### config.mk
export PLATFORM = sky130hd
export DESIGN_NAME = regfile_write_arbiter
export DESIGN_NICKNAME = d
export VERILOG_FILES = /design/src/rtl/regfile_arb_pkg.sv /design/src/rtl/game_write_fifo.sv /design/src/rtl/regfile_write_arbiter.sv
export SDC_FILE = /design/constraint.sdc
export NUM_CORES = 1
export LEC_CHECK = 0
export ABC_AREA = 1
export CORE_AREA = 8 8 133 135
export CTS_BUF_LIST = sky130_fd_sc_hd__clkbuf_2 sky130_fd_sc_hd__clkbuf_4 sky130_fd_sc_hd__clkbuf_8
export DETAILED_ROUTE_END_ITERATION = 12
export DIE_AREA = 0 0 141 143
export PLACE_DENSITY = 0.69
export SLEW_MARGIN = 20
export SYNTH_ARGS = -nofsm -noshare
export SYNTH_HDL_FRONTEND = slang
export SYNTH_SLANG_ARGS = --single-unit
### constraint.sdc
create_clock -name clock -period 4.2 [get_ports clock]
set_input_delay 1.26 -clock clock [delete_from_list [all_inputs] [get_ports clock]]
set_output_delay 1.26 -clock clock [all_outputs]
set_load 0.1 [all_outputs]
### src/rtl/regfile_arb_pkg.sv
// Shared types for the register-file write arbiter.
//   REG_IDX_W / DATA_W : register index and data widths of the regfile write port
//   arb_state_t        : arbiter state (IDLE, PENDING, STALL)
//   game_wr_t          : one buffered game write (target register + data)
//   reg_in_range       : true when a register index lies in [lo, hi]
package regfile_arb_pkg;

  localparam int REG_IDX_W = 5;
  localparam int DATA_W    = 32;

  typedef enum logic [1:0] {
    IDLE    = 2'd0,
    PENDING = 2'd1,
    STALL   = 2'd2
  } arb_state_t;

  typedef struct packed {
    logic [REG_IDX_W-1:0] wreg;
    logic [DATA_W-1:0]    wdata;
  } game_wr_t;

  function automatic logic reg_in_range(input logic [REG_IDX_W-1:0] idx,
                                        input int lo, input int hi);
    return (int'(idx) >= lo) && (int'(idx) <= hi);
  endfunction

endpackage

### src/rtl/game_write_fifo.sv
// Synchronous FIFO holding pending game register writes.
//   clk        : clock, rising edge
//   rst        : asynchronous active-high reset (clears pointers and count)
//   push       : store push_data (ignored when full)
//   push_data  : entry to store
//   pop        : drop the head entry (ignored when empty)
//   head       : oldest stored entry, valid while count != 0
//   count      : number of occupied entries
module game_write_fifo
  import regfile_arb_pkg::*;
#(
  parameter int FIFO_DEPTH = 4
) (
  input  logic                                 clk,
  input  logic                                 rst,
  input  logic                                 push,
  input  game_wr_t                             push_data,
  input  logic                                 pop,
  output game_wr_t                             head,
  output logic [$clog2(FIFO_DEPTH+1)-1:0]      count
);

  localparam int PTR_W = $clog2(FIFO_DEPTH);
  localparam int CNT_W = $clog2(FIFO_DEPTH+1);

  game_wr_t          r_mem [FIFO_DEPTH];
  logic [PTR_W-1:0]  r_wr_ptr;
  logic [PTR_W-1:0]  r_rd_ptr;
  logic [CNT_W-1:0]  r_count;
  logic              w_do_push;
  logic              w_do_pop;

  assign w_do_push = push && (r_count != CNT_W'(FIFO_DEPTH));
  assign w_do_pop  = pop && (r_count != '0);

  // Storage carries no reset; only pointers and occupancy define validity.
  always_ff @(posedge clk) begin
    if (w_do_push) begin
      r_mem[r_wr_ptr] <= push_data;
    end
  end

  // Depth is a power of two, so pointer overflow is the modulo wrap.
  always_ff @(posedge clk or posedge rst) begin
    if (rst) begin
      r_wr_ptr <= '0;
      r_rd_ptr <= '0;
      r_count  <= '0;
    end else begin
      if (w_do_push) begin
        r_wr_ptr <= r_wr_ptr + 1'b1;
      end
      if (w_do_pop) begin
        r_rd_ptr <= r_rd_ptr + 1'b1;
      end
      r_count <= r_count + CNT_W'(w_do_push) - CNT_W'(w_do_pop);
    end
  end

  assign head  = r_mem[r_rd_ptr];
  assign count = r_count;

endmodule

### src/rtl/regfile_write_arbiter.sv
// Shares the single register-file write port between CPU writeback and game logic.
// CPU writes pass straight through; game writes are queued and issued in idle write
// cycles. A starvation timer forces a one-cycle CPU stall so a queued write drains.
//   clock / ctrl_reset          : clock and asynchronous active-high reset
//   cpu_we/cpu_wreg/cpu_wdata   : CPU writeback request
//   game_valid/game_ready       : game request handshake
//   game_wreg/game_wdata        : game request target and data
//   game_err                    : pulse, an accepted game request was out of range and dropped
//   cpu_stall                   : pipeline freeze for one cycle while a game write drains
//   ctrl_writeEnable/ctrl_writeReg/data_writeReg : regfile write port
//   fifo_count                  : occupied game FIFO entries
module regfile_write_arbiter
  import regfile_arb_pkg::*;
#(
  parameter int FIFO_DEPTH   = 4,
  parameter int STARVE_LIMIT = 8,
  parameter int GAME_REG_LO  = 24,
  parameter int GAME_REG_HI  = 29
) (
  input  logic                                clock,
  input  logic                                ctrl_reset,
  input  logic                                cpu_we,
  input  logic [REG_IDX_W-1:0]                cpu_wreg,
  input  logic [DATA_W-1:0]                   cpu_wdata,
  input  logic                                game_valid,
  output logic                                game_ready,
  input  logic [REG_IDX_W-1:0]                game_wreg,
  input  logic [DATA_W-1:0]                   game_wdata,
  output logic                                game_err,
  output logic                                cpu_stall,
  output logic                                ctrl_writeEnable,
  output logic [REG_IDX_W-1:0]                ctrl_writeReg,
  output logic [DATA_W-1:0]                   data_writeReg,
  output logic [$clog2(FIFO_DEPTH+1)-1:0]     fifo_count
);

  localparam int CNT_W    = $clog2(FIFO_DEPTH+1);
  localparam int STARVE_W = $clog2(STARVE_LIMIT) + 1;

  arb_state_t          r_state;
  logic [STARVE_W-1:0] r_starve;
  logic                r_game_err;

  logic                w_accept;
  logic                w_in_range;
  logic                w_push;
  logic                w_pop;
  logic [CNT_W-1:0]    w_count;
  logic [CNT_W-1:0]    w_cnt_next;
  game_wr_t            w_head;
  game_wr_t            w_push_data;

  // Readiness depends on the registered count only, so a full FIFO refuses a push
  // even in a cycle where the head drains.
  assign game_ready  = !ctrl_reset && (w_count < CNT_W'(FIFO_DEPTH));
  assign w_accept    = game_valid && game_ready;
  assign w_in_range  = reg_in_range(game_wreg, GAME_REG_LO, GAME_REG_HI);
  assign w_push      = w_accept && w_in_range;
  assign w_push_data = '{wreg: game_wreg, wdata: game_wdata};

  game_write_fifo #(
    .FIFO_DEPTH (FIFO_DEPTH)
  ) u_fifo (
    .clk       (clock),
    .rst       (ctrl_reset),
    .push      (w_push),
    .push_data (w_push_data),
    .pop       (w_pop),
    .head      (w_head),
    .count     (w_count)
  );

  assign w_cnt_next = w_count + CNT_W'(w_push) - CNT_W'(w_pop);

  // Port select. A CPU write to r0 is treated as idle so the FIFO can drain.
  // In STALL the CPU is frozen and will re-present its writeback next cycle.
  always_comb begin
    ctrl_writeEnable = 1'b0;
    ctrl_writeReg    = '0;
    data_writeReg    = '0;
    w_pop            = 1'b0;
    if (ctrl_reset) begin
      ctrl_writeEnable = 1'b0;
    end else if (r_state == STALL) begin
      if (w_count != '0) begin
        ctrl_writeEnable = 1'b1;
        ctrl_writeReg    = w_head.wreg;
        data_writeReg    = w_head.wdata;
        w_pop            = 1'b1;
      end
    end else if (cpu_we && (cpu_wreg != '0)) begin
      ctrl_writeEnable = 1'b1;
      ctrl_writeReg    = cpu_wreg;
      data_writeReg    = cpu_wdata;
    end else if (w_count != '0) begin
      ctrl_writeEnable = 1'b1;
      ctrl_writeReg    = w_head.wreg;
      data_writeReg    = w_head.wdata;
      w_pop            = 1'b1;
    end
  end

  // Arbiter state and starvation timer. The timer counts cycles in which queued
  // entries wait without a game issue; reaching STARVE_LIMIT-1 forces STALL.
  always_ff @(posedge clock or posedge ctrl_reset) begin
    if (ctrl_reset) begin
      r_state    <= IDLE;
      r_starve   <= '0;
      r_game_err <= 1'b0;
    end else begin
      r_game_err <= w_accept && !w_in_range;
      case (r_state)
        IDLE: begin
          r_starve <= '0;
          if (w_push) begin
            r_state <= PENDING;
          end
        end
        PENDING: begin
          if (w_pop) begin
            r_starve <= '0;
            if (w_cnt_next == '0) begin
              r_state <= IDLE;
            end
          end else if (r_starve == STARVE_W'(STARVE_LIMIT - 1)) begin
            r_starve <= '0;
            r_state  <= STALL;
          end else begin
            r_starve <= r_starve + 1'b1;
          end
        end
        STALL: begin
          r_starve <= '0;
          r_state  <= (w_cnt_next == '0) ? IDLE : PENDING;
        end
        default: begin
          r_starve <= '0;
          r_state  <= IDLE;
        end
      endcase
    end
  end

  assign cpu_stall  = (r_state == STALL);
  assign game_err   = r_game_err;
  assign fifo_count = w_count;

endmodule
# Word-level counts from Yosys, hierarchy flattened
# Memories as Yosys holds them, arrays and structs flattened.
# Cells that the tools add are included.
classes:
  n_mux: 26
  reduce_logical: 15
  order_cmp: 3
  eq_ne: 7
  addsub: 7
op_table:
  columns: ["cell", "n"]
  rows:
  - ["$mux W32", 4]
  - ["$mux W5", 4]
  - ["$mux W4", 3]
  - ["$mux W1", 10]
  - ["$logic_and A1 B1 Y1", 8]
  - ["$mux W2", 4]
  - ["$add A3 B1 Y3", 2]
  - ["$ne A3 B3 Y1 const B", 2]
  - ["$pmux W2 S3", 1]
  - ["$sub A3 B1 Y3", 2]
  - ["$ge A5 B5 Y1 const B", 1]
  - ["$le A5 B5 Y1 const B", 1]
  - ["$reduce_bool A5 Y1", 1]
  - ["$add A2 B1 Y2 const B", 2]
  - ["$add A4 B1 Y4 const B", 1]
  - ["$eq A4 B3 Y1 const B", 1]
  - ["$logic_not A3 Y1", 1]
  - ["$lt A3 B3 Y1 const B", 1]
  - ["$ne A3 B2 Y1 const B", 1]
  - ["$reduce_and A3 Y1", 1]
  - ["$reduce_bool A3 Y1", 1]
  - ["$eq A2 B1 Y1 const B", 1]
  - ["$eq A2 B2 Y1 const B", 1]
  - ["$logic_not A1 Y1", 2]
  - ["other kinds (2)", 2]
totals:
  ramBits: 148
  n_memories: 1
  word_cells: 65
  ff_bits: 14
mem_list:
  columns: ["memory", "words", "word_bits", "read_ports", "rd_ports_with_merged_regs", "write_ports", "line", "rtl"]
  rows:
  - ["u_fifo.r_mem", 4, 37, 1, 0, 1, "game_write_fifo.sv:26", "game_wr_t r_mem [FIFO_DEPTH];"]

# Logic depth before layout (Yosys ltp)
logic_depth:
  depth_word: 10
  depth_mapped: 17

# Cells and area by module
# A second synthesis with hierarchy kept.
unflattened:
  cells_unflattened: 723
  area_unflattened_um2: 7482.2
modules_own_cells:
  columns: ["module", "instances", "cells_per_inst", "area_each_um2"]
  rows:
  - ["game_write_fifo", 1, 526, 6258.5]
  - ["regfile_write_arbiter", 1, 197, 1223.7]

# Least setup slack after synthesis
# Ideal clock, no wire load.
synth_path:
  path_type: "in2reg"
  start: "in ctrl_reset"
  end: "mem u_fifo.r_mem[0][0] in the netlist's numbering (enable)"
  setup_time_ns: 0.431
  required_time_ns: 3.769
  n_path_buf: 0
  stages: 5
  setup_slack_ns: -1.009
  t_arrival_ns: 4.778
  cell_sequence: "nor2_1 -> nand2_1 -> nor2_1 -> inv_1 -> nor2_1"
synth_via:
  elab_chain_len: 7
synth_lines:
  columns: ["element", "line", "rtl"]
  rows:
  - ["from (decl)", "regfile_write_arbiter.sv:21", "input logic ctrl_reset,"]
  - ["$logic_not A1 Y1 (no source line)", null, null]
  - ["$logic_and A1 B1 Y1", "regfile_write_arbiter.sv:55", "assign game_ready = !ctrl_reset && (w_count < CNT_W'(FIFO_DEPTH));"]
  - ["$logic_and A1 B1 Y1", "regfile_write_arbiter.sv:56", "assign w_accept = game_valid && game_ready;"]
  - ["$logic_and A1 B1 Y1", "regfile_write_arbiter.sv:58", "assign w_push = w_accept && w_in_range;"]
  - ["$logic_and A1 B1 Y1", "game_write_fifo.sv:33", "assign w_do_push = push && (r_count != CNT_W'(FIFO_DEPTH));"]
  - ["named net u_fifo.w_do_push", "game_write_fifo.sv:30", "logic w_do_push;"]
  - ["$mux W1", "game_write_fifo.sv:38", "if (w_do_push) begin"]
  - ["$mux W1 (implied by the code)", "game_write_fifo.sv:39", "r_mem[r_wr_ptr] <= push_data;"]
  - ["to (decl)", "game_write_fifo.sv:26", null]
# The timed path passes the listed nets, and every way through them passes these cells.

# Worst setup path in the final report
layout_path:
  start: "in cpu_we"
  end: "out ctrl_writeReg[0]"
layout_via:
  elab_chain_len: 4
layout_lines:
  columns: ["element", "line", "rtl"]
  rows:
  - ["from (decl)", "regfile_write_arbiter.sv:22", "input logic cpu_we,"]
  - ["$logic_and A1 B1 Y1", "regfile_write_arbiter.sv:91", "end else if (cpu_we && (cpu_wreg != '0)) begin"]
  - ["$mux W5", "regfile_write_arbiter.sv:91", null]
  - ["$mux W5", "regfile_write_arbiter.sv:84", "end else if (r_state == STALL) begin"]
  - ["$mux W5", "regfile_write_arbiter.sv:82", "if (ctrl_reset) begin"]
  - ["to (decl)", "regfile_write_arbiter.sv:32", "output logic [REG_IDX_W-1:0] ctrl_writeReg,"]
# No other way between the ends.

==> results.cfg <==
[outcome]
status = complete, no violations

[pwr]
power_density_nw_per_um2 = 606
ir_drop_mv = 0.542
p_leak_nw = 3.55

[route]
drc = 0
wl_per_cell_um = 18.5
viasPerCell = 5.27
drt_iter0_drc = 409
vias = 4945
firstDrtPassIters = 5
drt_wl_total_um = 17400
ant_nets = 0

[cts]
clk_pin_slew_worst_paths_ns = 0.07
postCtsSetupRepairBufs = 0
clock_latency_ns = 0.44
hold_buffers = 0
cts-buffers-inserted = 17
h-tree-depth = 4
cts_root_buf = clkbuf_8
clock_sinks = 162
cts_max_path_buffers = 2
cts_tree = yes

[placed_design]
dpl_cell_area_um2 = 9010
dp_hpwl_um = 10700
place_congestion = 0.780
dp_cells = 904
io_buffers = 121

[global_route]
grtUsageTotal_pct = 16.9
grt_pass1_wl_um = 26400
grt_pass1_vias = 5100
grt_max_degree = 75
grt_antenna_before_repair = 1
gr-total-overflow = 0

[timing]
slew_viol_final = 0
hold_viol_final = 0
setup_violations = 0
period_needed_ns = 4.13
setup_tns_ns = 0
rsz0062_at_grt = no
post-route-period-util_pct = 98.2
worst_pin_slew_ns = 0.976
clock.fmax_mhz = 242
slew_headroom_pct = 34.7
skew_ns = 0.00745

[hold_path]
hold_class = flip-flop to flip-flop

[synthesis]
synth_cells = 584
synth_fp_nets = 673
syn_area_um2 = 6910
ys_types = 31
yosys_warnings = 0
synth_seq_cells = 162
avgSynthCellArea_um2 = 11.8
synth-main-ff-cell = edfxtp_1
async_flop_share_pct = 8.64
synth_edf_count = 148
synth-seq-area-share_pct = 69.4

[finish]
finalNonFillerCells = 939
syn2layout_area_growth_pct = 39.1
antennaDiodeCount = 0
final_area_um2 = 9610
nFillCells = 1186
multiInputGateArea_um2 = 2130
drive_gt1_share_pct = 20.9
num-nets-final = 799
regArea_um2 = 4800

[floorplanning]
die_x_um = 141
start_util_pct = 44.3
die_area_um2 = 20200
ios = 122
core_area_um2 = 15600
rows = 46
die_h_um = 143

[setup_path]
start_kind = input port
cp.required_ns = 2.94
worstPathArrival_ns = 2.87
crit_type = input port to output pin
critical_path.max_fanout = 12
crit_path_end_kind = output pin

[flow_run]
cap_violations = 0
==> cell usage in the layout, fill, tap and decap left out, types with 5 or more instances in the layout <==
master and count:
nand3_1 9, dlymetal6s2s_1 5, xor2_1 5, a21oi_2 30, a22oi_1 36, clkbuf_8 17
nand2_1 150, buf_12 47, inv_1 24, ha_1 9, a21oi_1 72, nand2_4 9
nor2_4 5, clkdlybuf4s50_1 75, a21oi_4 7, nor2_1 12, edfxtp_1 148, dfrtp_1 12
buf_4 9
==> power breakdown <==
| part | internal [mW] | leakage [nW] | switching, mW |
|---|---|---|---|
| Sequential | 1.84 | 1.50 | 0.0547 |
| Clock | 0.650 | 0.210 | 0.530 |
| Combinational | 0.907 | 1.84 | 1.85 |
==> worst max-delay path, cell delays in order <==
cell and delay, ns:
clkdlybuf4s50_1 0.45, inv_1 0.04, nor2_2 0.19, nand2_4 0.09
inv_6 0.09, buf_4 0.20, nand2_1 0.11, a21oi_2 0.22
buf_12 0.20
==> metal layers <==
| metal | vias up | GRT usage, % | part of all wire, % |
|---|---|---|---|
| met2 | 187 | 29.6 | 51 |
| met4 | 2 | 4.41 | 1.6 |
| met1 | 2405 | 19.8 | 40 |
| li1 | 2328 | - | - |
| met5 | - | 0 | 0.075 |
| met3 | 23 | 5.01 | 6.7 |
==> registers in the layout, indices dropped and copies added (netlist names) <==
name / count
game_err: 1
r_starve: 4
r_state: 2
u_fifo.count: 3
u_fifo.r_mem: 148
u_fifo.r_rd_ptr: 2
u_fifo.r_wr_ptr: 2
==> repair_timing <==
item                                    CTS  global route
endpoints found under the setup margin    0            19
gates resized for setup                   0            30
endpoints found under the hold margin     0             0
==> cell type report <==
cell class                      instances  share of cell area (%)
Sequential cell                       162                    49.9
Tap cell                              216                    2.81
Timing Repair Buffer                  140                    19.6
Clock buffer                           19                    2.59
Clock inverter                         13                    1.73
Multi-Input combinational cell        361                    22.2
Inverter                               28                    1.15
==> Yosys cell counts, types with 2 or more instances <==
master / n / area, um2
a21oi_1: 109 / 546
a22oi_1: 36 / 270
buf_1: 3 / 11.3
buf_2: 14 / 70.1
buf_6: 3 / 33.8
clkbuf_1: 12 / 45.0
dfrtp_1: 14 / 350
edfxtp_1: 148 / 4440
fa_1: 2 / 40.0
ha_1: 9 / 113
inv_1: 25 / 93.8
inv_2: 2 / 7.51
nand2_1: 159 / 597
nand3_1: 9 / 45.0
nand3b_1: 2 / 15.0
nand4_1: 2 / 12.5
nor2_1: 17 / 63.8
xor2_1: 5 / 43.8
==> kinds of logic after synthesis <==
group / synth area share [%]
flops: 69.4
fa+ha+maj: 2.21
buf+inv: 3.98
xor+xnor: 0.634
compound gates: 12.2
simple gates: 11.6
==> worst paths after layout <==
path | start | end | slack (ns) | depth (start not counted)
min | r_starve[0] | r_starve[0] | 0.49 | 1
max in group asynchronous | ctrl_reset | u_fifo.r_rd_ptr[1] | 2.81 | 3
max reg2reg | r_state[1] | r_state[0] | 1.48 | 17
max | cpu_we | ctrl_writeReg[0] | 0.07 | 9
min reg2reg | r_starve[0] | r_starve[0] | 0.49 | 1
min in group asynchronous | ctrl_reset | game_err | 1.21 | 3
==> per-stage QoR <==
stage | power [mW] | utilization, % | setup slack, ns | hold WS (ns)
finish | 5.82 | 61.6 | 0.0747 | 0.489
global route | 6.12 | 61.6 | 0.0102 | 0.501
CTS | 5.73 | 60.4 | 0.0518 | 0.481
detailed placement | 4.56 | 57.7 | 0.0524 | 0.472
global placement | 4.49 | 57.7 | 0.0895 | 0.445
floorplan | 3.72 | - | 0.0394 | 0.432
(Power assumes the default switching activity.)
